$ cat config.mk
export PLATFORM = sky130hd
export DESIGN_NAME = serial_subtractor_flat
export DESIGN_NICKNAME = d
export VERILOG_FILES = /design/src/rtl/serial_subtractor_if.sv /design/src/rtl/serial_subtractor.sv /design/src/flat_wrapper.sv
export SDC_FILE = /design/constraint.sdc
export NUM_CORES = 1
export LEC_CHECK = 0
export BUFFER_PORTS_ARGS = -buffer_cell sky130_fd_sc_hd__buf_2
export CAP_MARGIN = 20
export CORE_ASPECT_RATIO = 0.75
export CORE_MARGIN = 2
export CORE_UTILIZATION = 25
export CTS_CLUSTER_SIZE = 14
export DETAILED_ROUTE_END_ITERATION = 7
export MAX_ROUTING_LAYER = met4
export PLACE_DENSITY = 0.45
export SLEW_MARGIN = 10
export SYNTH_ARGS = -nofsm -noshare
export SYNTH_HDL_FRONTEND = slang
export SYNTH_SLANG_ARGS = --single-unit
$ cat constraint.sdc
create_clock -name clk -period 1.3 [get_ports clk]
set_clock_uncertainty 0.1 [all_clocks]
set_input_delay 0 -clock clk [delete_from_list [all_inputs] [get_ports clk]]
set_output_delay 0 -clock clk [all_outputs]
set_load 0.05 [all_outputs]
$ cat src/rtl/serial_subtractor_if.sv
`default_nettype none
// ============================================================================
// Module   : serial_subtractor_if
// Purpose  : Operand and result handshake bundle for serial_subtractor.
//            The operand side carries in_valid/in_ready with lhs, rhs, bin.
//            The result side carries out_valid/out_ready with diff, bout.
// Modports : master - the stimulus/sink side (drives operands, out_ready)
//            slave  - the subtractor (drives in_ready, out_valid, diff, bout)
// Revision : 1.0 - initial release
// ============================================================================
interface serial_subtractor_if #(
   parameter int WIDTH = 2
);
   logic             in_valid;
   logic             in_ready;
   logic [WIDTH-1:0] lhs;
   logic [WIDTH-1:0] rhs;
   logic             bin;
   logic             out_valid;
   logic             out_ready;
   logic [WIDTH-1:0] diff;
   logic             bout;

   modport master (
      output in_valid, lhs, rhs, bin, out_ready,
      input  in_ready, out_valid, diff, bout
   );

   modport slave (
      input  in_valid, lhs, rhs, bin, out_ready,
      output in_ready, out_valid, diff, bout
   );
endinterface
`default_nettype wire

$ cat src/rtl/serial_subtractor.sv
`default_nettype none
// ============================================================================
// Module   : serial_subtractor
// Purpose  : Bit-serial subtractor producing lhs - rhs - bin, LSB first, one
//            bit per clock through a single reused full-subtractor cell.
//            The result appears WIDTH clocks after the operand accept and is
//            held until the result handshake completes.
// Ports    : clk    - clock, rising edge
//            reset  - asynchronous, active-low
//            bus    - serial_subtractor_if.slave (operand/result handshakes)
// Revision : 1.0 - initial release
// ============================================================================
module serial_subtractor #(
   parameter int WIDTH = 2
) (
   input  wire                  clk,
   input  wire                  reset,
   serial_subtractor_if.slave   bus
);

   localparam int CW = $clog2(WIDTH + 1);
   localparam logic [CW-1:0] LAST_CNT = CW'(WIDTH - 1);

   typedef enum logic [1:0] {
      IDLE = 2'd0,
      BUSY = 2'd1,
      DONE = 2'd2
   } state_t;

   state_t           state_q, state_d;
   logic [WIDTH-1:0] lhs_q, lhs_d;
   logic [WIDTH-1:0] rhs_q, rhs_d;
   logic [WIDTH-1:0] res_q, res_d;
   logic             borrow_q, borrow_d;
   logic [CW-1:0]    cnt_q, cnt_d;
   logic [WIDTH-1:0] diff_q, diff_d;
   logic             bout_q, bout_d;

   // Full-subtractor cell on the current LSBs
   logic             d_bit;
   logic             borrow_nxt;
   logic [WIDTH-1:0] res_nxt;

   assign d_bit      = lhs_q[0] ^ rhs_q[0] ^ borrow_q;
   assign borrow_nxt = (~lhs_q[0] & rhs_q[0]) | (~(lhs_q[0] ^ rhs_q[0]) & borrow_q);

   // New difference bit enters at the MSB so that after WIDTH shifts the
   // first (LSB) bit has arrived at position 0.
   generate
      if (WIDTH > 1) begin : g_res_wide
         assign res_nxt = {d_bit, res_q[WIDTH-1:1]};
      end else begin : g_res_one
         assign res_nxt = d_bit;
      end
   endgenerate

   always_comb begin
      state_d  = state_q;
      lhs_d    = lhs_q;
      rhs_d    = rhs_q;
      res_d    = res_q;
      borrow_d = borrow_q;
      cnt_d    = cnt_q;
      diff_d   = diff_q;
      bout_d   = bout_q;
      case (state_q)
         IDLE: begin
            if (bus.in_valid) begin
               lhs_d    = bus.lhs;
               rhs_d    = bus.rhs;
               borrow_d = bus.bin;
               cnt_d    = '0;
               state_d  = BUSY;
            end
         end
         BUSY: begin
            lhs_d    = lhs_q >> 1;
            rhs_d    = rhs_q >> 1;
            res_d    = res_nxt;
            borrow_d = borrow_nxt;
            cnt_d    = cnt_q + CW'(1);
            // Output registers only change on the final bit, so a result
            // from a previous operation stays visible until then.
            if (cnt_q == LAST_CNT) begin
               diff_d  = res_nxt;
               bout_d  = borrow_nxt;
               state_d = DONE;
            end
         end
         DONE: begin
            if (bus.out_ready) begin
               state_d = IDLE;
            end
         end
         default: begin
            state_d = IDLE;
         end
      endcase
   end

   always_ff @(posedge clk or negedge reset) begin
      if (!reset) begin
         state_q  <= IDLE;
         lhs_q    <= '0;
         rhs_q    <= '0;
         res_q    <= '0;
         borrow_q <= 1'b0;
         cnt_q    <= '0;
         diff_q   <= '0;
         bout_q   <= 1'b0;
      end else begin
         state_q  <= state_d;
         lhs_q    <= lhs_d;
         rhs_q    <= rhs_d;
         res_q    <= res_d;
         borrow_q <= borrow_d;
         cnt_q    <= cnt_d;
         diff_q   <= diff_d;
         bout_q   <= bout_d;
      end
   end

   // Handshake flags decode the state register only
   assign bus.in_ready  = (state_q == IDLE);
   assign bus.out_valid = (state_q == DONE);
   assign bus.diff      = diff_q;
   assign bus.bout      = bout_q;

endmodule
`default_nettype wire

$ cat src/flat_wrapper.sv
// flat-port wrapper written by rule: the top's interface ports become plain ports
module serial_subtractor_flat 
#(
   parameter int WIDTH = 2
)
  (clk, reset, bus_in_valid, bus_lhs, bus_rhs, bus_bin, bus_out_ready, bus_in_ready, bus_out_valid, bus_diff, bus_bout);
  serial_subtractor_if #(.WIDTH(WIDTH)) bus_i ();
  input  wire clk;
  input  wire reset;
  input wire logic [$bits(bus_i.in_valid)-1:0] bus_in_valid;
  input wire logic [$bits(bus_i.lhs)-1:0] bus_lhs;
  input wire logic [$bits(bus_i.rhs)-1:0] bus_rhs;
  input wire logic [$bits(bus_i.bin)-1:0] bus_bin;
  input wire logic [$bits(bus_i.out_ready)-1:0] bus_out_ready;
  output wire logic [$bits(bus_i.in_ready)-1:0] bus_in_ready;
  output wire logic [$bits(bus_i.out_valid)-1:0] bus_out_valid;
  output wire logic [$bits(bus_i.diff)-1:0] bus_diff;
  output wire logic [$bits(bus_i.bout)-1:0] bus_bout;
  assign bus_i.in_valid = bus_in_valid;
  assign bus_i.lhs = bus_lhs;
  assign bus_i.rhs = bus_rhs;
  assign bus_i.bin = bus_bin;
  assign bus_i.out_ready = bus_out_ready;
  assign bus_in_ready = bus_i.in_ready;
  assign bus_out_valid = bus_i.out_valid;
  assign bus_diff = bus_i.diff;
  assign bus_bout = bus_i.bout;
  serial_subtractor #(.WIDTH(WIDTH)) u_core (.clk(clk), .reset(reset), .bus(bus_i));
endmodule
Word level (Yosys, flattened, before mapping)
Cells that the tools add are included.

storage, ports and cells
  register bits = 14
  input bits = 9

cells by class
  $add $sub $neg = 1
  equality and inequality tests = 6
  mux-type cells = 12
  bitwise logic cells = 7
  reductions and logical operators = 5

operator list
  operator                                        number
  2-to-1 mux 2 bit                                6
  one-hot mux 2 bit (2 select lines)              3
  one-hot mux 2 bit (3 select lines)              1
  == test 2 x 1 -> 1 bit (second input constant)  2
  != test 2 bit (second input constant)           2
  AND reduction 2 bit                             2
  AND reduction 3 bit                             1
  adder 2 x 1 -> 2 bit (second input constant)    1
  bitwise AND 1 bit                               2
  == test 2 bit (second input constant)           1
  zero test 2 bit                                 1
  != test 2 x 1 -> 1 bit (second input constant)  1
  inverter 1 bit                                  2
  one-hot mux 1 bit (2 select lines)              1
  nonzero test 2 bit                              1
  XOR 1 bit                                       2
  2-to-1 mux 1 bit                                1
  bitwise OR 1 bit                                1

Longest topological paths before layout
Gate-level depths: netlist of the first run.

  depth in word-level cells = 5
  depth in mapped cells = 4

Worst setup path before layout of the first run
Ideal clock, no wire load.

  kind = reg2reg
  from = reg u_core.state_q[0]
  to = reg u_core.lhs_q[0]
  arrival time = 1.124 ns
  data required time = 1.077 ns
  path slack = -0.046 ns
  cell stages (with the launch flop) = 4
  path buffers = 1
  clock period less this slack = 1.346 ns
  cell sequence = dfrtp_1 -> buf_2 -> or4b_1 -> o221a_2

on the way
  word-level cells in the longest chain between the ends = 3

RTL lines
  element                                                        RTL line                  RTL
  start, declared                                                serial_subtractor.sv:30   state_t state_q, state_d;
  start signal, assigned                                         serial_subtractor.sv:112  state_q <= state_d;
  == test 2 x 1 -> 1 bit or zero test 2 bit (tied branches)      serial_subtractor.sv:66   case (state_q)
  nonzero test 2 bit (no line) or != test 2 bit (tied branches)  --
  AND reduction 2 bit (no line)                                  --
  end signal, assigned                                           serial_subtractor.sv:113  lhs_q <= lhs_d;
  end, declared                                                  serial_subtractor.sv:31   logic [WIDTH-1:0] lhs_q, lhs_d;

Several ways; a longest one is shown, not always the timed one.
A chain may end at the register's enable or synchronous reset.

Worst setup path after layout of the first run
  from = reg u_core.state_q[1]
  to = reg u_core.lhs_q[0]

The elaborated chain is that of the path after synthesis.

==> results of run 1 <==
## cell families after synthesis
kind of cell,synth area share [%]
AO/OA/AOI/OAI,12.2
adder cells (fa/ha/maj),5.20
buffers and inverters,6.40
flip-flops,52.0
multiplexers,8.60
AND/OR/NAND/NOR,15.6
## power breakdown
group / switching [mW] / internal [mW] / leakage [nW] / total (mW)
Combinational: 0.663 / 0.733 / 0.304 / 1.40
Sequential: 0.158 / 0.609 / 0.156 / 0.766
Clock: 0.140 / 0.119 / 0.0150 / 0.259
Total: 0.960 / 1.46 / 0.474 / 2.42
## Yosys cell counts
library cell / n
mux2_2: 1
buf_2: 2
o221ai_1: 2
or2_2: 2
o22ai_1: 1
o221a_2: 2
fa_1: 1
inv_1: 8
nand2_1: 4
o21ai_0: 1
mux2i_1: 2
or4b_1: 3
nand3b_1: 2
nand2b_1: 4
mux2_1: 2
a21oi_1: 1
o211a_1: 1
ha_1: 1
o21ba_2: 1
dfrtp_1: 13
## critical path, stage by stage (launching register included)
cell and delay, ns:
dfrtp_2 0.42, buf_6 0.13, or4b_1 0.50, o221a_2 0.13
## metrics by stage
stage          utilization [%]  std cells  worst slack, ns  setup TNS [ns]  total power, mW
2_1_floorplan                -         54          -0.0357         -0.0840             1.56
3_3_place_gp              34.1        108          -0.0706          -0.340             1.90
3_5_place_dp              34.1        108          -0.0724          -0.311             1.90
4_1_cts                   41.7        124          -0.0903          -0.517             2.39
5_1_grt                   42.4        124           -0.120          -0.818             2.61
6_report                  42.4        124          -0.0895          -0.490             2.42
## cell type report
cell class	instances	share of cell area, %
Timing Repair Buffer	34	27.0
Sequential cell	13	33.2
Tap cell	34	4.31
Inverter	8	3.04
Multi-Input combinational cell	31	29.8
Clock buffer	4	2.66
## worst paths after layout
| kind | from | to | cells past startpoint | slack [ns] |
|---|---|---|---|---|
| hold / removal | reset | u_core.lhs_q[0]$_DFFE_PN0P_ | 2 | 0.03 |
| hold reg to reg | u_core.res_q[1]$_DFFE_PN0P_ | u_core.bus.diff[0]$_DFFE_PN0P_ | 1 | 0.41 |
| min in group clk | bus_out_ready | u_core.state_q[1]$_DFFE_PN0P_ | 3 | 0.34 |
| setup reg to reg | u_core.state_q[1]$_DFFE_PN0P_ | u_core.lhs_q[0]$_DFFE_PN0P_ | 3 | -0.09 |
| max in group asynchronous | reset | u_core.state_q[0]$_DFFE_PN0P_ | 2 | 0.82 |
| setup / recovery | u_core.state_q[1]$_DFFE_PN0P_ | u_core.lhs_q[0]$_DFFE_PN0P_ | 3 | -0.09 |
## state kept, by name (all words and copies together) (netlist names)
name	count
u_core.bus.diff	2
u_core.state_q	2
u_core.lhs_q	2
u_core.borrow_q	1
u_core.res_q	1
u_core.cnt_q	2
u_core.bus.bout	1
u_core.rhs_q	2
## layer usage
layer	up-vias	wire length [um]	global-route usage, %
met5	-	0	-
met4	0	12	2.55
met3	2	68	5.79
met2	12	613	15.6
met1	257	698	14.6
li1	262	-	-
## repair_timing
action                                 4_1_cts  5_1_grt
setup endpoints to repair                   10       12
cloned                                       0        0
buffers inserted                             4        0
endpoints found under the hold margin       20        0
hold buffers                                 8        0
pin swaps                                    3        2
gates resized for setup                     14        5
==> flow_summary.toml, run 1 <==
[detailed_routing]
via_per_inst = 4.30
drc = 0
wire_per_inst_um = 11.2
vias = 533
routed_wl_um = 1390
drt_iter0_drc = 9
drtAntennaViolNets = 0
dr.pass1.iters = 3

[floorplan]
io_pins = 14
die_x_um = 61.8
initial_core_util_pct = 26.9
chipHeight_um = 47.3
fp.dieArea_mm2 = 0.00292
num_rows = 15
fp.coreArea_mm2 = 0.00233

[finish]
fillers = 253
layout_common_cells = "buf_2 (11), buf_4 (11), dfrtp_1 (11), dlygate4sd3_1 (8)"
area_growth_pct = 57.8
finalNetCount = 102
layout-drive-gt1-share_pct = 51.1
final_area_um2 = 987
antenna_cells = 0
ff_latch_area_um2 = 328
multi_input_area_um2 = 294

[timing]
hold_viol = 0
tightest_slew_ns = 0.309
grt_setup_unrepaired = "yes"
max_freq_ghz = 0.720
slew_viol_final = 0
hold_slack_ns = 0.0320
finalCritPeriodShare_pct = 107
max_slew_margin_pct = 79.4
fin_crit_ns = 1.39
setup_viol = 8
worst_slack_ns = -0.0895

[synth]
synth.distinct_cells = 20
synth_area_um2 = 626
ys_seq_elements = 13
synth_fp_nets = 65
yosys_warnings = 0
syn_area_per_cell_um2 = 11.6
synth_area_leaders = "dfrtp_1 (52%), or4b_1 (4.8%), inv_1 (4.8%)"
synth-seq-area-share_pct = 52.0
synth_top_area_share_pct = 52.0
synth_top_area_cell = "dfrtp_1"
synthCells = 54

[run_status]
outcome = "finished, violations left"
violations = "setup timing"

[clock_network]
clk_latency_ns = 0.28
cts_tree = "yes"
clockBufferDepth = 2
cts-root-buf = "clkbuf_4"
htree_levels = 1
cts_buffers = 3
cts_sinks = 13
clk_pin_slew_ns = 0.08

[global_routing]
grt_pass1_wl_um = 2150
grt_pass1_vias = 477
antenna_found_initial = 0
grt_usage_pct = 11.3
gr-total-overflow = 0
grt_max_degree = 14

[flow_run]
maxCapViolations = 0

[placed_design]
io_buffers = 13
dp_hpwl_um = 952
postPlaceCellArea_um2 = 795
globalplace.congestion = 0.687

[power_and_ir_drop]
leakage_nw = 0.474
peakVddDrop_uv = 902
p_per_area_mw_per_mm2 = 2450

[critical_path]
start_kind = "register"
cp.required_ns = 1.38
critPathMaxFanout = 8
crit_path_end_kind = "register"
path_class = "register to register"
critPathArrivalTime_ns = 1.46

[hold_path]
hp-class = "primary input to async pin"
No activity file was read; power rests on OpenSTA's default activity.
==> run 2: changes to the inputs <==
--- a/config.mk
+++ b/config.mk
@@ -5,6 +5,7 @@
 export SDC_FILE = /design/constraint.sdc
 export NUM_CORES = 1
 export LEC_CHECK = 0
+export ABC_AREA = 1
 export BUFFER_PORTS_ARGS = -buffer_cell sky130_fd_sc_hd__buf_2
 export CAP_MARGIN = 20
 export CORE_ASPECT_RATIO = 0.75
==> constraint.sdc (replaced) <==
create_clock -name clk -period 1.3 [get_ports clk]
set_clock_uncertainty 0.1 [all_clocks]
set_input_delay 0 -clock clk [delete_from_list [all_inputs] [get_ports clk]]
set_output_delay 0 -clock clk [all_outputs]
set_load 0.01 [all_outputs]
==> flow_summary.toml, run 2 <==
[run_status]
outcome = "completed"

[detailed_routing]
wire_per_inst_um = 10.5
drtAntennaViolNets = 0
dr.pass1.iters = 4
routed_wl_um = 1310
drt_iter0_drc = 23
drc = 0
vias = 513
via_per_inst = 4.10

[floorplan]
chipHeight_um = 47.2
num_rows = 15
fp.coreArea_mm2 = 0.00233
io_pins = 14
fp.dieArea_mm2 = 0.00290
die_x_um = 61.5
initial_core_util_pct = 26.7

[power_and_ir_drop]
leakage_nw = 0.416
p_per_area_mw_per_mm2 = 2170
peakVddDrop_uv = 685
clock_power_share_pct = 13.5
p_int_mw = 1.06
pwr-share-comb_pct = 47.3
swShare_pct = 41.6
p_seq_share_pct = 39.3
switchingPower_uw = 753

[timing]
max_freq_ghz = 0.770
slew_viol_final = 0
worst_slack_ns = 0.000973
finalCritPeriodShare_pct = 99.9
setup_viol = 0
hold_viol = 0
max_slew_margin_pct = 79.9
grt_setup_unrepaired = "yes"
tightest_slew_ns = 0.302
fin_crit_ns = 1.30

[critical_path]
cp_slowest_cell = "fa_2"
path_class = "register to register"
critPathMaxFanout = 2
start_kind = "register"
cp_common_cell = "inv_2"
cp.required_ns = 1.40
crit_chain = "inv_2, fa_2, inv_2, o21ai_1"
critPathArrivalTime_ns = 1.40
crit_path_end_kind = "register"
max_stage_delay_ns = 0.57

[synth]
yosys_warnings = 0
synth-seq-area-share_pct = 52.4
synthFlopType = "dfrtp_1"
synth.distinct_cells = 18
synth_top_cells_by_count = "nand2_1 (14), dfrtp_1 (13), nand3_1 (11), inv_1 (5), nor2_1 (4)"
synth_top_area_share_pct = 52.4
ys_seq_elements = 13
synthCells = 66
syn_area_per_cell_um2 = 9.40
synth_area_um2 = 621
synth_edf_count = 0
synth_most_common_cell = "nand2_1"
synthArstFlopShare_pct = 100
synth_fp_nets = 77
synth_area_leaders = "dfrtp_1 (52%), nand3_1 (8.9%), nand2_1 (8.5%)"
synth_top_area_cell = "dfrtp_1"

[clock_network]
cts_tree = "yes"
cts_buffers = 3
cts_sinks = 13
clockBufferDepth = 2
clk_latency_ns = 0.27
clk_pin_slew_ns = 0.08
htree_levels = 1
cts-root-buf = "clkbuf_4"

[flow_run]
maxCapViolations = 0

[placed_design]
preCtsSetupSlack_ns = -0.0377
globalplace.congestion = 0.751
dp.cells = 112
io_buffers = 13
dp_hpwl_um = 958

[finish]
final_cells = 125
antenna_cells = 0
ff_latch_area_um2 = 325
area_growth_pct = 34.3
mostFrequentLayoutCell = "nand2_1"
fillers = 254
layout_common_cells = "nand2_1 (14), buf_2 (13), dfrtp_1 (13), nand3_1 (11), dlygate4sd3_1 (8)"
multi_input_area_um2 = 253
finalNetCount = 103
layout-drive-gt1-share_pct = 31.9

[global_routing]
gr-total-overflow = 0
grtUsageMet3_pct = 4.96
grt_usage_pct = 11.8
grt_max_degree = 14
top_usage_layer = "met2"
grt_pass1_vias = 513
antenna_found_initial = 0
grtUsageMet1_pct = 14.2
grtUsageMet2_pct = 18.1
grt_pass1_wl_um = 2300

[hold_path]
hp-class = "primary input to async pin"
[run 2: cell types whose count changed after synthesis, sizes merged, moves of 3 or more]
cell / delta
nand2: +13
mux2: -3
nor2: +5
nand2b: -4
or4b: -3
o21ai: +3
nand3: +11
[run 2: path summary, 6_finish.rpt]
path,start,endpoint,slack [ns],cells past startpoint
max,u_core.borrow_q$_DFFE_PN0P_,u_core.res_q[1]$_DFFE_PN0P_,0.001,4
min,reset,u_core.cnt_q[1]$_DFFE_PN0P_,0.05,2
max reg2reg,u_core.borrow_q$_DFFE_PN0P_,u_core.res_q[1]$_DFFE_PN0P_,0.001,4
min reg2reg,u_core.bus.diff[0]$_DFFE_PN0P_,u_core.bus.diff[0]$_DFFE_PN0P_,0.37,2
max in group asynchronous,reset,u_core.bus.diff[0]$_DFFE_PN0P_,0.83,2
min in group clk,bus_rhs[1],u_core.rhs_q[1]$_DFFE_PN0P_,0.35,4
[run 2: kinds of logic after synthesis]
| group | after synthesis | synth area share (%) |
|---|---|---|
| simple gates | 35 | 28.2 |
| flops | 13 | 52.4 |
| buf+inv | 9 | 7.86 |
| compound gates | 7 | 6.25 |
| fa+ha+maj | 2 | 5.24 |
[run 2: power by group through the flow]
stage          registers [mW]  clock network [mW]  logic, mW
3_5_place_dp            0.712                   0      0.784
2_1_floorplan           0.698                   0      0.600
3_3_place_gp            0.708                   0      0.768
4_1_cts                 0.706               0.260      0.807
6_report                0.711               0.244      0.856
5_1_grt                 0.737               0.283      0.983
[run 2: layer usage]
metal	up-vias	part of all wire, %
met4	0	1.7
li1	267	-
met2	19	41
met3	4	8.9
met5	-	0
met1	223	48
[run 2: what timing repair did]
action                     in CTS  in global routing
pin swaps                       0                  3
gates resized for setup         1                  5
setup buffers                   0                  1
hold endpoints to repair       20                  0
setup endpoints to repair       2                  3
hold buffers                    8                  0
[run 2: final cells by class]
class                      instances  area share [%]
sequential                        13            39.0
multi-input combinational         44            30.3
timing repair buffer              23            19.2
tap                               34            5.11
clock buffer                       4            3.15
inverter                           7            3.15
[run 2: stage by stage]
step / setup TNS [ns] / power [mW] / cell area (um^2) / utilization [%] / hold slack (ns)
after detailed placement: -0.0377 / 1.50 / 713 / 30.6 / -0.187
after global routing: -0.105 / 2.00 / 833 / 35.8 / 0.0697
after CTS: -0.00991 / 1.77 / 820 / 35.2 / 0.0503
after global placement: 0 / 1.48 / 713 / 30.6 / -0.188
after floorplan: 0 / 1.30 / 621 / - / -0.396
final: 0 / 1.81 / 833 / 35.8 / 0.0468
[run 2: worst max-delay path: cells and delay by family (launching register included)]
kind                     cells  cell delay (ns)
buffers and inverters        2             0.09
adder cells (fa/ha/maj)      1             0.57
flip-flops                   1             0.37
AO/OA/AOI/OAI                1             0.10
